==> src/rtl/fetch_pkg.sv <==
// Shared types and defaults for the fetch-stage PC unit.
package fetch_pkg;

    localparam int unsigned PC_WIDTH_DEF = 8;
    localparam logic [7:0]  RESET_PC_DEF = 8'h00;

    typedef enum logic [1:0] {
        StBoot,
        StFetch,
        StBubble,
        StHalted
    } fetch_state_e;

endpackage

==> src/rtl/fetch_pc_unit_if.sv <==
// Fetch control bundle: redirect/hazard inputs, instruction-memory handshake and PC outputs.
interface fetch_pc_unit_if import fetch_pkg::*; #(
    parameter int unsigned PC_WIDTH = PC_WIDTH_DEF
);
    logic                stall;
    logic                halt;
    logic                branch_valid;
    logic                branch_taken;
    logic [PC_WIDTH-1:0] branch_target;
    logic                jump_valid;
    logic [PC_WIDTH-1:0] jump_target;
    logic                if_ready;
    logic                if_valid;
    logic [PC_WIDTH-1:0] pc;
    logic                flush;
    logic                halted;

    modport master (
        input  stall,
        input  halt,
        input  branch_valid,
        input  branch_taken,
        input  branch_target,
        input  jump_valid,
        input  jump_target,
        input  if_ready,
        output if_valid,
        output pc,
        output flush,
        output halted
    );

    modport slave (
        output stall,
        output halt,
        output branch_valid,
        output branch_taken,
        output branch_target,
        output jump_valid,
        output jump_target,
        output if_ready,
        input  if_valid,
        input  pc,
        input  flush,
        input  halted
    );

endinterface

==> src/rtl/next_pc_mux.sv <==
// Priority select of the next PC: jump, then taken branch, then sequential advance, else hold.
module next_pc_mux import fetch_pkg::*; #(
    parameter int unsigned PC_WIDTH = PC_WIDTH_DEF,
    parameter int unsigned PC_STEP  = 1
) (
    input  logic [PC_WIDTH-1:0] pc,
    input  logic                jump_valid,
    input  logic [PC_WIDTH-1:0] jump_target,
    input  logic                branch_valid,
    input  logic                branch_taken,
    input  logic [PC_WIDTH-1:0] branch_target,
    input  logic                advance,
    output logic [PC_WIDTH-1:0] next_pc,
    output logic                redirect
);

    always_comb begin
        next_pc  = pc;
        redirect = 1'b0;
        if (jump_valid) begin
            next_pc  = jump_target;
            redirect = 1'b1;
        end else if (branch_valid && branch_taken) begin
            next_pc  = branch_target;
            redirect = 1'b1;
        end else if (advance) begin
            // Wraps modulo 2**PC_WIDTH by construction.
            next_pc = pc + PC_WIDTH'(PC_STEP);
        end
    end

endmodule

==> src/rtl/fetch_pc_unit.sv <==
// Fetch-stage PC unit: boot/fetch/bubble/halted control, PC register and decode flush pulse.
module fetch_pc_unit import fetch_pkg::*; #(
    parameter int unsigned          PC_WIDTH = PC_WIDTH_DEF,
    parameter logic [PC_WIDTH-1:0]  RESET_PC = PC_WIDTH'(RESET_PC_DEF),
    parameter int unsigned          PC_STEP  = 1
) (
    input logic              clk,
    input logic              rst_n,
    fetch_pc_unit_if.master  bus
);

    fetch_state_e        state_q, state_d;
    logic [PC_WIDTH-1:0] pc_q, pc_d, mux_pc;
    logic                flush_q, if_valid_q, halted_q;
    logic                advance, redirect;

    assign advance = (state_q == StFetch) && if_valid_q && bus.if_ready && !bus.stall;

    next_pc_mux #(
        .PC_WIDTH (PC_WIDTH),
        .PC_STEP  (PC_STEP)
    ) u_next_pc_mux (
        .pc            (pc_q),
        .jump_valid    (bus.jump_valid),
        .jump_target   (bus.jump_target),
        .branch_valid  (bus.branch_valid),
        .branch_taken  (bus.branch_taken),
        .branch_target (bus.branch_target),
        .advance       (advance),
        .next_pc       (mux_pc),
        .redirect      (redirect)
    );

    always_comb begin
        state_d = state_q;
        pc_d    = pc_q;
        unique case (state_q)
            StBoot, StFetch, StBubble: begin
                // Halt outranks any redirect and freezes the PC where it is.
                if (bus.halt) begin
                    state_d = StHalted;
                end else if (redirect) begin
                    state_d = StBubble;
                    pc_d    = mux_pc;
                end else begin
                    state_d = StFetch;
                    pc_d    = mux_pc;
                end
            end
            StHalted: begin
                state_d = StHalted;
            end
            default: begin
                state_d = StBoot;
            end
        endcase
    end

    always_ff @(posedge clk) begin
        if (!rst_n) begin
            state_q    <= StBoot;
            pc_q       <= RESET_PC;
            flush_q    <= 1'b0;
            if_valid_q <= 1'b0;
            halted_q   <= 1'b0;
        end else begin
            state_q    <= state_d;
            pc_q       <= pc_d;
            // Bubble is only ever entered through a redirect, so it doubles as the flush cue.
            flush_q    <= (state_d == StBubble);
            if_valid_q <= (state_d == StFetch);
            halted_q   <= (state_d == StHalted);
        end
    end

    assign bus.pc       = pc_q;
    assign bus.if_valid = if_valid_q;
    assign bus.flush    = flush_q;
    assign bus.halted   = halted_q;

endmodule

==> src/flat_wrapper.sv <==
// flat-port wrapper written by rule: the top's interface ports become plain ports
module fetch_pc_unit_flat import fetch_pkg::*;
#(
    parameter int unsigned          PC_WIDTH = PC_WIDTH_DEF,
    parameter logic [PC_WIDTH-1:0]  RESET_PC = PC_WIDTH'(RESET_PC_DEF),
    parameter int unsigned          PC_STEP  = 1
)
  (clk, rst_n, bus_stall, bus_halt, bus_branch_valid, bus_branch_taken, bus_branch_target, bus_jump_valid, bus_jump_target, bus_if_ready, bus_if_valid, bus_pc, bus_flush, bus_halted);
  fetch_pc_unit_if #(.PC_WIDTH(PC_WIDTH)) bus_i ();
  input logic clk;
  input logic rst_n;
  input wire logic [$bits(bus_i.stall)-1:0] bus_stall;
  input wire logic [$bits(bus_i.halt)-1:0] bus_halt;
  input wire logic [$bits(bus_i.branch_valid)-1:0] bus_branch_valid;
  input wire logic [$bits(bus_i.branch_taken)-1:0] bus_branch_taken;
  input wire logic [$bits(bus_i.branch_target)-1:0] bus_branch_target;
  input wire logic [$bits(bus_i.jump_valid)-1:0] bus_jump_valid;
  input wire logic [$bits(bus_i.jump_target)-1:0] bus_jump_target;
  input wire logic [$bits(bus_i.if_ready)-1:0] bus_if_ready;
  output wire logic [$bits(bus_i.if_valid)-1:0] bus_if_valid;
  output wire logic [$bits(bus_i.pc)-1:0] bus_pc;
  output wire logic [$bits(bus_i.flush)-1:0] bus_flush;
  output wire logic [$bits(bus_i.halted)-1:0] bus_halted;
  assign bus_i.stall = bus_stall;
  assign bus_i.halt = bus_halt;
  assign bus_i.branch_valid = bus_branch_valid;
  assign bus_i.branch_taken = bus_branch_taken;
  assign bus_i.branch_target = bus_branch_target;
  assign bus_i.jump_valid = bus_jump_valid;
  assign bus_i.jump_target = bus_jump_target;
  assign bus_i.if_ready = bus_if_ready;
  assign bus_if_valid = bus_i.if_valid;
  assign bus_pc = bus_i.pc;
  assign bus_flush = bus_i.flush;
  assign bus_halted = bus_i.halted;
  fetch_pc_unit #(.PC_WIDTH(PC_WIDTH), .RESET_PC(RESET_PC), .PC_STEP(PC_STEP)) u_core (.clk(clk), .rst_n(rst_n), .bus(bus_i));
endmodule
==> config.mk <==
export PLATFORM = sky130hd
export DESIGN_NAME = fetch_pc_unit_flat
export DESIGN_NICKNAME = d
export VERILOG_FILES = /design/src/rtl/fetch_pkg.sv /design/src/rtl/fetch_pc_unit_if.sv /design/src/rtl/next_pc_mux.sv /design/src/rtl/fetch_pc_unit.sv /design/src/flat_wrapper.sv
export SDC_FILE = /design/constraint.sdc
export NUM_CORES = 1
export LEC_CHECK = 0
export ABC_AREA = 1
export CAP_MARGIN = 20
export CORE_MARGIN = 2
export CORE_UTILIZATION = 44
export CTS_CLUSTER_SIZE = 12
export DETAILED_ROUTE_END_ITERATION = 6
export PLACE_DENSITY_LB_ADDON = 0.08
export SKIP_LAST_GASP = 1
export SLEW_MARGIN = 10
export SYNTH_ARGS = -nofsm -noshare
export SYNTH_HDL_FRONTEND = slang
export SYNTH_SLANG_ARGS = --single-unit
==> constraint.sdc <==
create_clock -name clk -period 2.5 [get_ports clk]
set_input_delay 0.375 -clock clk [delete_from_list [all_inputs] [get_ports clk]]
set_output_delay 0.375 -clock clk [all_outputs]
set_load 0.02 [all_outputs]
# After elaboration in Yosys (flattened, before gate mapping)
# Cells that the tools add are included.
totals:
  input_bits: 24
  ff_bits: 13
  rom_bits: 0
  word_cells: 30
  mem_count: 0
  mem_bits_rw: 0
  output_inout_bits: 11
  latch_bits: 0
op_classes:
  shift: 0
  mul: 0
  n_eq_ne: 6
  n_lt_le_gt_ge: 0
  n_reduce_logical: 9
  n_mux: 8
  div: 0
  n_bitwise: 1
  n_addsub: 1
ops:
  columns: ["operator", "n"]
  rows:
  - ["$mux W8", 3]
  - ["$add A8 B1 Y8 const B", 1]
  - ["$eq A2 B2 Y1 const B", 4]
  - ["$eq A2 B1 Y1 const B", 2]
  - ["$logic_and A1 B1 Y1", 4]
  - ["$mux W2", 2]
  - ["$pmux W2 S2", 1]
  - ["$reduce_and A3 Y1", 1]
  - ["$reduce_bool A3 Y1", 1]
  - ["$reduce_or A3 Y1", 1]
  - ["$logic_not A2 Y1", 1]
  - ["$mux W1", 2]
  - ["$logic_not A1 Y1", 1]
  - ["$not A1 Y1", 1]

# Longest topological paths before layout
# Gate-level depths: netlist of run 1.
depth:
  word_depth: 7
  mapped_depth: 8
  mapped_depth_nobuf: 8

# Hierarchy
# A second synthesis of run 1 with hierarchy kept.
unflattened:
  hier_cells: 155
  area_unflattened_um2: 973.4
by_module_without_submodules:
  columns: ["module", "seq_area_each_um2", "area_per_inst_um2", "n_inst", "cells_per_inst"]
  rows:
  - ["fetch_pc_unit", 260.2, 581.8, 1, 71]
  - ["next_pc_mux", 0.0, 391.6, 1, 84]

# Least setup slack after synthesis of run 1
# OpenSTA, ideal clock, no wires.
synth_path:
  path_type: "register to register"
  start: "register u_core.pc_q[0] (netlist: u_core.bus.pc[0])"
  end: "register u_core.pc_q[4] (netlist: u_core.bus.pc[4])"
  path_buffers: 0
  path_stages_with_launch: 8
  synth_period_minus_slack_ps: 1323
  required_ps: 2385
  t_arrival_ps: 1208
  setup_ps: 115
  setup_slack_ps: 1177
  path_cell_list: "dfxtp_1 > ha_1 > nand2_1 > nor2_1 > xnor2_1 > nand2_1 > a21oi_1 > nor2_1"
synth_between:
  elab_chain_len: 4
synth_rtl:
  columns: ["item", "line", "source"]
  rows:
  - ["start, declared", "fetch_pc_unit.sv:13", "logic [PC_WIDTH-1:0] pc_q, pc_d, mux_pc;"]
  - ["start signal, assigned", "fetch_pc_unit.sv:68", "pc_q <= pc_d;"]
  - ["$add A8 B1 Y8", "next_pc_mux.sv:28", "next_pc = pc + PC_WIDTH'(PC_STEP);"]
  - ["$mux W8", "next_pc_mux.sv:26", "end else if (advance) begin"]
  - ["$mux W8", "next_pc_mux.sv:23", "end else if (branch_valid && branch_taken) begin"]
  - ["$mux W8", "next_pc_mux.sv:20", "if (jump_valid) begin"]
# Every way passes these cells. The select of a mux whose other input is x is not followed.
# A chain may end at the register's enable or synchronous reset.

# Final worst setup path of run 1
layout_path:
  start: "register u_core.pc_q[5] (netlist: u_core.bus.pc[5])"
  end: "output port bus_pc[5]"
layout_lines:
  columns: ["item", "line", "source"]
  rows:
  - ["end, declared", "flat_wrapper.sv:21", "output wire logic [$bits(bus_i.pc)-1:0] bus_pc;"]
# No word-level cell between the ends.

==> results of run 1 <==
## state kept, by name, summed over array words and instances, names as in the netlist
register and cells:
u_core.bus.flush 1, u_core.state_q 2, u_core.bus.pc 8, u_core.bus.if_valid 1, u_core.bus.halted 1
## routing by layer
layer | part of all wire | up-vias | track usage | routed length (µm)
li1 | - | 455 | - | -
met1 | 0.42 | 403 | 0.238 | 809
met2 | 0.50 | 28 | 0.342 | 969
met3 | 0.068 | 4 | 0.0462 | 132
met4 | 0.019 | 0 | 0.0889 | 37
met5 | 0 | - | 0 | 0
## power by group through the flow
| stage | logic, mW | registers [mW] | clock network [mW] |
|---|---|---|---|
| 2_1_floorplan | 0.0728 | 0.256 | 0 |
| 3_3_place_gp | 0.156 | 0.242 | 0 |
| 3_5_place_dp | 0.158 | 0.242 | 0 |
| 4_1_cts | 0.159 | 0.238 | 0.136 |
| 5_1_grt | 0.173 | 0.240 | 0.145 |
| 6_report | 0.157 | 0.238 | 0.136 |
## cells in the final DEF (no fill, tap or decap)
cell,count
xor2_1,1
clkbuf_1,1
inv_1,8
inv_2,2
nor3_1,2
o211ai_1,1
a21oi_1,9
a22oi_1,3
o21ai_0,5
dfxtp_1,13
nor4_1,1
nand3_1,7
nand2_1,23
o21ai_1,8
nand4_1,1
clkbuf_4,3
nand2_2,1
xnor2_1,1
inv_6,1
nor2_8,1
nor2_1,16
a31oi_1,1
o22ai_1,1
ha_1,1
nand2_4,3
a21oi_2,1
nand3_4,1
clkdlybuf4s50_1,34
## per-stage QoR
step | util | instances | hold slack, ns | area (µm²)
2_1_floorplan | - | 115 | 0.453 | 813
3_3_place_gp | 0.667 | 171 | 0.521 | 1150
3_5_place_dp | 0.667 | 171 | 0.524 | 1150
4_1_cts | 0.682 | 175 | 0.536 | 1180
5_1_grt | 0.682 | 175 | 0.550 | 1180
6_report | 0.682 | 175 | 0.542 | 1180
## path summary, 6_finish.rpt
kind                    startpoint               end  slack, ns  cells after the start
hold reg to reg   u_core.bus.pc[7]  u_core.bus.pc[7]       0.54                      2
setup / recovery  u_core.bus.pc[5]         bus_pc[5]       0.76                      1
hold / removal    u_core.bus.pc[7]  u_core.bus.pc[7]       0.54                      2
setup reg to reg  u_core.bus.pc[0]  u_core.bus.pc[4]       1.17                      7
## kinds of logic after synthesis
| kind of cell | Yosys count | share of synthesized area |
|---|---|---|
| AO/OA/AOI/OAI | 29 | 0.198 |
| XOR/XNOR | 2 | 0.0215 |
| buffers and inverters | 14 | 0.0985 |
| AND/OR/NAND/NOR | 56 | 0.346 |
| flip-flops | 13 | 0.320 |
| adder cells (fa/ha/maj) | 1 | 0.0154 |
## layout make-up
| type | instances | area share |
|---|---|---|
| well taps | 25 | 0.0266 |
| multi-input cells | 88 | 0.402 |
| clock buffers | 4 | 0.0223 |
| inverters | 11 | 0.0393 |
| flip-flops and latches | 13 | 0.221 |
| repair buffers | 34 | 0.289 |
==> results.tsv, run 1 <==
metric	value	unit
grt ovf	0	
vias in the first global route	796	
Worst EP arrival	1.36	ns
Synth Area per Inst	7.07	µm²
Total Neg Setup Slack	0	ns
initial antenna violation count	0	
Final Wtd Congestion	0.810	
Worst setup SP type	flip-flop	
number of fillers in the final layout	155	
Worst Skew	0.00268	ns
synth-to-layout area growth	44.8	%
global-route wire length before repair	3130	µm
detailed placement HPWL	1520	µm
Slew HR	0.732	
DR WL/cell	11.1	µm
DRT Wirelength	1950	µm
layout cells sized above 1	0.0867	
core box area	1730	µm²
Pwr Density	451	nW/µm²
VDD IR-drop max	383	µV
area of the multi-input gates	473	µm²
internal power	365	µW
ys flop type	dfxtp_1	
#FFs+latches synth	13	
Pre-Repair DR Iteration Count	4	
switching part of the total	0.312	
Area contributors post-synth	dfxtp_1 (32%), nand2_1 (11%), nor2_1 (7.4%)	
post_cts resized	0	
largest stage delay on the critical path	0.65	ns
Antenna diodes	0	
residual DRC count	0	
Final Hold Viols	0	
largest net degree at the start of global routing	12	
Synth top area share	0.320	
post-synthesis net count	140	
Reg area	260	µm²
Die ar.	2210	µm²
vias after detailed routing	890	
H-Tree Depth	1	
Initial DRC Count	27	
Final period util	0.695	
Max Fclk	0.575	GHz
status	completed	
IO buf count	34	
Die Height	47.0	µm
Psw	166	µW
cell with the most instances after synthesis	nand2_1	
ys async rst share	0	
Worst Path Max Fanout	7	
Post-synth EDFFs	0	
Final #Nets	176	
postcts setup bufs	0	
Final Total Pwr	531	µW
cell taking the most area after synthesis	dfxtp_1	
worst min path class	flip-flop to flip-flop	
later-pin clock latency in the skew report	0.28	ns
Buffers & Inverters on Critical Path	1	
Yosys warning count	0	
initial core utilization	0.471	
share of power burned in registers	0.448	
chip width	47.0	µm
# IOs	35	
max-cap violation count	0	
Logic pwr share	0.296	
clock power share	0.256	
crit path capture type	output port	
post-synthesis sequential area ratio	0.320	
worst slew pin tran	0.401	ns
Place WS	0.613	ns
root buf cell	clkbuf_4	
clock buffer depth	2	
Final setup viols	0	
leakage	0.484	nW
GRT Overall Usage	0.200	
required arrival time at the worst endpoint	2.12	ns
FP Rows	15	
Yosys cell types	28	
CTS sink cnt	13	
final max-slew violation count	0	
routed vias/inst	5.09	
critical-path cell list	clkdlybuf4s50_1	
RSZ-0062 raised after global routing	false	
ANT nets after route	0	
hold buffers post-CTS	0	
Crit path max-delay family	buffers and inverters	
Post-Syn Instances	115	
CTS tree	yes	
commonest cells in the netlist	nand2_1 (23), nor2_1 (16), dfxtp_1 (13), a21oi_1 (9)	
final worst-path setup slack	0.761	ns
slowest cell on the critical path	clkdlybuf4s50_1	
cell area after synthesis	813	µm²
number of CTS-inserted buffers	3	
final worst path period need	1.74	ns
WS Path Type	flip-flop to output port	
clock slew at reported path FFs	0.08	ns
Power figures use the tool's default switching activity.
==> run 2: changes to the inputs <==
CORE_UTILIZATION = 37   (was 44)
clock period = 1.56 ns   (was 2.5 ns; I/O delays follow)
==> run 2 against run 1 <==
  * First-iteration DRC count is 56% lower
  * Critical path depth stayed put
  * Clock-buffer cell count stayed put
  * Sequential share of layout area is 0.81 points lower
  * Die area is 17% higher
  * Global-route usage is 1.8 points lower
  * Via count is 0.67% higher
  * Worst setup slack worse by 0.63 ns
  * Routed wire length is 9.1% higher
  * Largest power group unchanged
==> results.tsv, run 2 (same netlist as run 1, synthesis figures left out) <==
metric	value	unit
status	completed	
Hold Path Cell Cnt	2	
chip width	50.9	µm
Final Wtd Congestion	0.803	
worst flop-to-flop path startpoint	u_core.bus.pc[0]	
largest stage delay on the critical path	0.60	ns
Final #Nets	181	
met3 WL	123	µm
FP Rows	16	
CTS tree	yes	
largest net degree at the start of global routing	12	
WS Path Type	flip-flop to output port	
core box area	2020	µm²
Final Util	0.605	
slowest cell on the critical path	clkdlybuf4s50_1	
Final Hold Viols	0	
final worst path period need	1.43	ns
crit path capture type	output port	
Buffers & Inverters on Critical Path	1	
clock slew at reported path FFs	0.09	ns
Die Height	50.9	µm
vias after detailed routing	896	
required arrival time at the worst endpoint	1.33	ns
number of CTS-inserted buffers	3	
cell count of the worst reg-to-reg path	8	
routed vias/inst	4.92	
Crit path max-delay family	buffers and inverters	
DRT Wirelength	2130	µm
Pwr Density	701	nW/µm²
final worst-path setup slack	0.130	ns
Total Neg Setup Slack	0	ns
critical path launch point	u_core.bus.if_valid	
Final setup viols	0	
most frequent cells in the layout	clkdlybuf4s50_1 (26), nand2_1 (23), nor2_1 (16)	
worst min path class	flip-flop to flip-flop	
worst slew pin tran	0.242	ns
DR WL/cell	11.7	µm
Die ar.	2590	µm²
FF-to-FF End	u_core.bus.pc[6]	
fin area	1220	µm²
VDD IR-drop max	424	µV
# IOs	35	
ANT nets after route	0	
number of fillers in the final layout	190	
Max Fclk	0.699	GHz
clock buffer depth	2	
DRT met1 WL	938	µm
CTS sink cnt	13	
Final Total Pwr	856	µW
commonest non-fill, non-tap cell in the layout	clkdlybuf4s50_1	
Worst Path Max Fanout	2	
later-pin clock latency in the skew report	0.28	ns
Worst EP arrival	1.20	ns
critical path depth	1	
grt ovf	0	
global-route wire length before repair	3590	µm
residual DRC count	0	
max-cap violation count	0	
Final period util	0.917	
critical-path cell list	clkdlybuf4s50_1	
GRT Overall Usage	0.183	
detailed placement HPWL	1610	µm
synth-to-layout area growth	50.3	%
RSZ-0062 raised after global routing	false	
Pre-Repair DR Iteration Count	4	
Worst Skew	0.0123	ns
Worst setup SP type	flip-flop	
layout cells sized above 1	0.116	
Slew HR	0.838	
vias in the first global route	872	
Place WS	0.0161	ns
Antenna diodes	0	
IO buf count	34	
root buf cell	clkbuf_4	
initial antenna violation count	0	
Largest register FFs	8	
H-Tree Depth	1	
Placed Area	1190	µm²
final max-slew violation count	0	
met2 wire len	1040	µm
leakage	0.587	nW
Initial DRC Count	12	
Setup crit end	bus_if_valid	
worst reg-to-reg setup slack	0.27	ns
initial core utilization	0.402	
uppermost layer routed	met4	
run 2: cell types whose count changed in the layout (fill, tap and decap cells not counted), sizes merged:
cell	before	now
clkdlybuf4s50	34	26
buf	0	5
dlygate4sd2	0	4
dlymetal6s2s	0	4
run 2: layout make-up:
type                       count  area, µm²  area share
multi-input combinational     88        473       0.387
timing repair buffer          39        383       0.313
inverter                      11       46.3      0.0379
sequential                    13        260       0.213
clock buffer                   4       26.3      0.0215
tap                           27       33.8      0.0276
run 2: power breakdown:
group	leakage (nW)	internal, mW	switching [mW]	total, mW
logic	0.464	0.131	0.126	0.257
registers	0.108	0.356	0.0246	0.381
clock network	0.0150	0.0991	0.120	0.219
run 2: per-stage QoR:
step | hold WS [ns] | std cells
6_report | 0.544 | 182
5_1_grt | 0.572 | 182
4_1_cts | 0.549 | 182
3_5_place_dp | 0.534 | 178
3_3_place_gp | 0.519 | 178
2_1_floorplan | 0.312 | 115
run 2: repair_timing:
| action | CTS | global route |
|---|---|---|
| hold buffers | 0 | 0 |
| resized for setup | 4 | 4 |
| setup endpoints to repair | 4 | 4 |
| setup buffers | 0 | 0 |
run 2: worst min path at each step:
stage	from	slack, ns	to
after floorplan	bus_halt	0.31	u_core.bus.if_valid
after global placement	u_core.bus.pc[7]	0.52	u_core.bus.pc[7]
after detailed placement	u_core.bus.pc[7]	0.53	u_core.bus.pc[7]
after CTS	u_core.bus.pc[7]	0.55	u_core.bus.pc[7]
after global routing	u_core.bus.pc[7]	0.57	u_core.bus.pc[7]
final	u_core.bus.pc[7]	0.54	u_core.bus.pc[7]
run 2: routing by layer:
metal,global-route usage,vias to the layer above
met4,0.0766,0
met1,0.223,402
met2,0.309,28
met3,0.0409,2
met5,0,-
li1,-,464
